<file path="src/rtl/gpi_pkg.sv">
// Shared constants and helpers for the GPI input conditioning slice.
package gpi_pkg;

  localparam int unsigned GPI_WIDTH            = 8;
  localparam int unsigned GPI_DEBOUNCE_DEFAULT = 4;

  // Debounce counter width; never narrower than one bit.
  function automatic int unsigned gpi_cnt_w(input int unsigned cycles);
    return (cycles <= 1) ? 1 : $clog2(cycles);
  endfunction

endpackage

</file>
<file path="src/rtl/gpi_debounce_bit.sv">
// One input bit: 2-FF synchroniser, debounce counter, stable level, edge pulses, sticky pending flag.
module gpi_debounce_bit
  import gpi_pkg::*;
#(
  parameter int unsigned DEBOUNCE_CYCLES = GPI_DEBOUNCE_DEFAULT
) (
  input  logic PCLK,
  input  logic PRESET,
  input  logic gpi_raw,
  input  logic en,
  input  logic rise_en,
  input  logic fall_en,
  input  logic pend_clr,
  output logic gpi_clean,
  output logic rise,
  output logic fall,
  output logic pend
);

  localparam int unsigned     CNT_W = gpi_cnt_w(DEBOUNCE_CYCLES);
  localparam logic [CNT_W-1:0] LAST = CNT_W'(DEBOUNCE_CYCLES - 1);

  logic             sync1;
  logic             sync2;
  logic [CNT_W-1:0] cnt;

  always_ff @(posedge PCLK) begin
    if (PRESET) begin
      sync1     <= 1'b0;
      sync2     <= 1'b0;
      cnt       <= '0;
      gpi_clean <= 1'b0;
      rise      <= 1'b0;
      fall      <= 1'b0;
      pend      <= 1'b0;
    end else begin
      sync1 <= gpi_raw;
      sync2 <= sync1;
      rise  <= 1'b0;
      fall  <= 1'b0;
      if (!en || (sync2 == gpi_clean)) begin
        cnt <= '0;
      end else if (cnt == LAST) begin
        // Accept: the new level and its edge pulse appear on the same edge.
        gpi_clean <= sync2;
        cnt       <= '0;
        rise      <= sync2;
        fall      <= ~sync2;
      end else begin
        cnt <= cnt + CNT_W'(1);
      end
      // Set terms come last so a coincident clear loses.
      pend <= (pend & ~pend_clr) | (rise & rise_en) | (fall & fall_en);
    end
  end

endmodule

</file>
<file path="src/rtl/gpi_input_conditioner.sv">
// Conditions raw GPI pads: per-bit synchronise/debounce/edge-detect, plus combined interrupt.
module gpi_input_conditioner
  import gpi_pkg::*;
#(
  parameter int unsigned WIDTH           = GPI_WIDTH,
  parameter int unsigned DEBOUNCE_CYCLES = GPI_DEBOUNCE_DEFAULT
) (
  input  logic             PCLK,
  input  logic             PRESET,
  input  logic [WIDTH-1:0] gpi_raw,
  input  logic [WIDTH-1:0] en,
  input  logic [WIDTH-1:0] rise_en,
  input  logic [WIDTH-1:0] fall_en,
  input  logic [WIDTH-1:0] pend_clr,
  output logic [WIDTH-1:0] gpi_clean,
  output logic [WIDTH-1:0] rise,
  output logic [WIDTH-1:0] fall,
  output logic [WIDTH-1:0] pend,
  output logic             irq
);

  for (genvar i = 0; i < WIDTH; i++) begin : g_bit
    gpi_debounce_bit #(
      .DEBOUNCE_CYCLES(DEBOUNCE_CYCLES)
    ) u_bit (
      .PCLK      (PCLK),
      .PRESET    (PRESET),
      .gpi_raw   (gpi_raw[i]),
      .en        (en[i]),
      .rise_en   (rise_en[i]),
      .fall_en   (fall_en[i]),
      .pend_clr  (pend_clr[i]),
      .gpi_clean (gpi_clean[i]),
      .rise      (rise[i]),
      .fall      (fall[i]),
      .pend      (pend[i])
    );
  end

  assign irq = |pend;

endmodule

</file>
<file path="config.mk">
export PLATFORM = sky130hd
export DESIGN_NAME = gpi_input_conditioner
export DESIGN_NICKNAME = d
export VERILOG_FILES = /design/src/rtl/gpi_pkg.sv /design/src/rtl/gpi_debounce_bit.sv /design/src/rtl/gpi_input_conditioner.sv
export SDC_FILE = /design/constraint.sdc
export NUM_CORES = 1
export LEC_CHECK = 0
export BUFFER_PORTS_ARGS = -buffer_cell sky130_fd_sc_hd__buf_2
export CAP_MARGIN = 30
export CORE_MARGIN = 1.5
export CORE_UTILIZATION = 28
export DETAILED_ROUTE_END_ITERATION = 8
export HOLD_SLACK_MARGIN = 0.06
export SETUP_SLACK_MARGIN = 0.05
export SKIP_CTS_REPAIR_TIMING = 1
export SLEW_MARGIN = 20
export SYNTH_ARGS = -nofsm -noshare
export SYNTH_HDL_FRONTEND = slang
export SYNTH_SLANG_ARGS = --single-unit
</file>
<file path="constraint.sdc">
create_clock -name PCLK -period 2.26 [get_ports PCLK]
set_clock_uncertainty 0.05 [all_clocks]
set_input_delay 0.339 -clock PCLK [delete_from_list [all_inputs] [get_ports PCLK]]
set_output_delay 0.339 -clock PCLK [all_outputs]
set_load 0.1 [all_outputs]
</file>
; ---- After elaboration in Yosys (flattened, before gate mapping)
; Index checks and enable logic that the tools add are counted.
[classes]
n_addsub = 8
n_eq_ne = 16
bitwise = 72
n_reduce_logical = 41
[ops]
columns = operator, count
row1 = OR reduction 3 bit, 16
row2 = NOT 1 bit, 32
row3 = AND 1 bit, 24
row4 = adder 2 x 1 -> 2 bit (second input constant), 8
row5 = == test 2 bit (second input constant), 8
row6 = OR 1 bit, 16
row7 = AND reduction 2 bit, 8
row8 = == test 1 bit, 8
row9 = zero test 1 bit, 8
row10 = logical OR 1 bit, 8
row11 = OR reduction 8 bit, 1
[word_totals]
register_bits = 64
inputBits = 42
wordCells = 193

; ---- Logic depth before layout (Yosys ltp)
[depth]
depth_word = 4
depth_mapped = 3
depth_no_buf = 3

; ---- Modules after synthesis
; Synthesis repeated with hierarchy kept, for this count alone.
[hier_totals]
cells_unflattened = 195
hier_area_um2 = 2278.4
[modules_own_cells]
columns = mod, n_inst, cells_each, area_each_um2, seq_area_each_um2
row1 = gpi_debounce_bit, 8, 24, 282.8, 160.2
row2 = gpi_input_conditioner, 1, 3, 16.3, 0.0

; ---- Worst setup path after synthesis
; No wires, ideal clock.
[synth_timing]
path_type = reg-to-output
startpoint = reg g_bit[3].u_bit.pend
endpoint = out irq
arrival_time_ns = 1.135
required_time_ns = 1.871
setup_slack_ns = 0.736
path_stages_with_launch = 3
path_buffers = 0
cell_sequence = dfxtp_1 -> nor4_1 -> nand2_1
[synth_between]
elab_chain_cells = 1
[synth_lines]
columns = item, line
row1 = start: declaration, gpi_debounce_bit.sv:17  ; output logic pend
row2 = start signal: assignment, gpi_debounce_bit.sv:53  ; pend <= (pend & ~pend_clr) | (rise & rise_en) | (fall & fall_en);
row3 = OR reduction 8 bit, gpi_input_conditioner.sv:40  ; assign irq = |pend;
row4 = end: declaration, gpi_input_conditioner.sv:19  ; output logic irq
; No other way between the ends.

; ---- Worst setup path in the final report
; Same ends and word-level chain as after synthesis.

==> run metrics <==
clk buf depth=2; filler cell count=1034; CP startpoint=g_bit[3].u_bit.pend; clk slew on worst S/H paths=0.07 ns; WP depth=3; drt via density=4.158; Syn Area/Cell=12.09 um^2; CP endpoint=irq; initial antenna violation count=0; slowest CP cell=nor4_1; Tightest Pin Transition=0.5160 ns; setup TNS=0 ns; combinational power share=5.3%; Clock Sinks=64; DR vias=1742; Starting DRT DRC Count=29; dpl hpwl=3611 um; Tcrit/Tclk final=82.51%; crit-path max cell delay=0.42 ns; CP Capture Type=primary output; minimum clock period=1.865 ns; Fin. Hold Viols=0; Die H=103.1 um; Sw Ratio=21.91%; Ports=75; post-route antenna net violation count=0; Placed Area=0.003084 mm^2; H-tree levels=3; Arr. time, crit path=1.48 ns; worst skew pair latency=0.33 ns; Worst R2R Path Depth=3; FF+latch count, synth=64; Max-Cap Viols=0; Mapped Nets=282; number of port buffers=74; Global Route Usage Sum=10.09%; share of cells above drive strength 1=48.25%; first-pass GRT wire length=7872 um; routed wire length=4890 um; Seq/Total Area, Yosys=45.67%; clock group share of total power=41.4%; GR Util met2=15.74%; power per cell area=662.2 mW/mm^2; busiest grt layer=met2; DIE AREA=0.01063 mm^2; ys async rst share=0%; # nets final=331; P&R area growth vs syn=16.50%; Finished Core Util=33.59%; worst path required time=1.87 ns; CTS tree=built; leakage=1.438 nW; most common cell in the netlist=dfxtp_1; status=completed; Chip Width=103.1 um; design area=0.003268 mm^2; worst hold path type=input pin to flip-flop; NetSw=0.0004741 W; unique cell type count in the Yosys netlist=20; largest area contributor in the netlist=dfxtp_1; GR Util met3=3.186%; Setup crit start kind=flip-flop; Synth area leaders=dfxtp_1 (46%), buf_4 (8.6%), nand3b_4 (5.7%), nor4b_2 (4.3%), nor3b_2 (4.0%); Fmax=536.3 MHz; total grt overflow=0; Post-synth EDFFs=0; crit path buf inv count=1; diodes inserted=0; Top Family by Delay on Critical Path=simple AND/OR/NAND/NOR gates; drt pass-1 iters=4; Min-Delay Startpoint=gpi_raw[5]; post-synthesis cell area=0.002805 mm^2; RSZ-0062 raised after global routing=no; # DRC=0; Peak VDD IR=266.9 uV; r2r setup slk=1.11 ns; Initial Util=28.83%; crit-path max FO=3; Sequential Power Share=53.2%; Worst R2R End=g_bit[1].u_bit.fall; Num CTS Buffers=9; M1 GR Usage=12.33%; relative slew slack=65.84%; critical path class=flip-flop to primary output; Placer Congestion=0.7663; yosys warns=0; top_reg_cell synth=dfxtp_1; WL/cell=11.67 um; total core area=0.009729 mm^2; Int Power=0.001690 W; vias in the first global route=1649; num rows=36; Mapped Cells=232; area share of the largest cell type after synthesis=45.67%; largest net degree at the start of global routing=49; critical-path cell list=nor4_1, nand2_1, buf_2; hold path depth=2; Pins Over Slew Limit=0; worst reg2reg startpoint=g_bit[1].u_bit.cnt[0]; Final setup violation count=0; CTS root buffer=clkbuf_8; most frequent cells after synthesis=dfxtp_1 (64), buf_4 (32), a21oi_1 (16), nor2b_1 (16), nor3b_2 (9)
## flip-flops by register name, indices dropped and copies added, names as in the netlist
signal	count
g_bit.u_bit.cnt	16
g_bit.u_bit.fall	8
g_bit.u_bit.gpi_clean	8
g_bit.u_bit.pend	8
g_bit.u_bit.rise	8
g_bit.u_bit.sync1	8
g_bit.u_bit.sync2	8
## how the worst min path moves through the flow
stage	slack [ns]	to
after floorplan	0.35	g_bit[3].u_bit.cnt[0]
after detailed placement	0.37	g_bit[0].u_bit.sync2
final	0.16	g_bit[5].u_bit.sync1
after CTS	0.15	g_bit[5].u_bit.sync1
after global placement	0.36	g_bit[3].u_bit.cnt[0]
after global routing	0.16	g_bit[7].u_bit.sync1
## per-layer routing
metal	part of all wire, %	routed length [um]
met1	44	2174
met2	48	2370
met3	4.7	229
met4	2.4	117
met5	0	0
## kinds of logic after synthesis
family / share of synthesized area [%]
xor gates and xnor gates: 2.498
and+or+nand+nor: 30.51
adders and majority gates: 3.568
AOI/OAI and AO/OA: 7.850
DFF: 45.67
buffers and inverters: 9.902
## layout by cell type, fill, tap and decap left out
cell type and count:
a21bo_2 8, clkbuf_8 12, nor3b_1 7, dfxtp_1 64
xnor2_1 8, a21oi_1 16, buf_12 1, a22oi_1 8
nand2_1 1, clkbuf_1 1, ha_1 8, nor4_2 7
nand2b_1 8, nor4b_2 8, buf_2 74, clkinv_2 3
nand3_1 8, nor4_1 3, nor2b_1 16, nand2b_4 8
nor3b_2 9, nand3b_4 8
## power groups by stage
stage,sequential (W),clock [W],combinational [W]
after floorplan,0.00118,0,0.0000616
after global routing,0.00115,0.000996,0.000128
after detailed placement,0.00118,0,0.000117
after global placement,0.00118,0,0.000114
after CTS,0.00115,0.000939,0.000117
final,0.00115,0.000897,0.000115
## area by class of cell
cell class,instances,area (um^2),area share [%]
clock inverter,3,15.01,0.4594
clock buffer,13,168.9,5.168
tap,133,166.4,5.092
timing repair buffer,75,390.4,11.94
sequential,64,1281,39.20
multi-input combinational,131,1246,38.13
## stage by stage
stage | hold slack [ns] | power [W] | worst slack, ns | std cells
3_5_place_dp | 0.3720 | 0.001295 | 0.6588 | 403
3_3_place_gp | 0.3631 | 0.001292 | 0.6772 | 403
2_1_floorplan | 0.3532 | 0.001238 | 0.7361 | 232
4_1_cts | 0.1452 | 0.002209 | 0.2814 | 419
5_1_grt | 0.1596 | 0.002277 | 0.2577 | 419
6_report | 0.1633 | 0.002164 | 0.3952 | 419
Power figures use the tool's default switching activity.
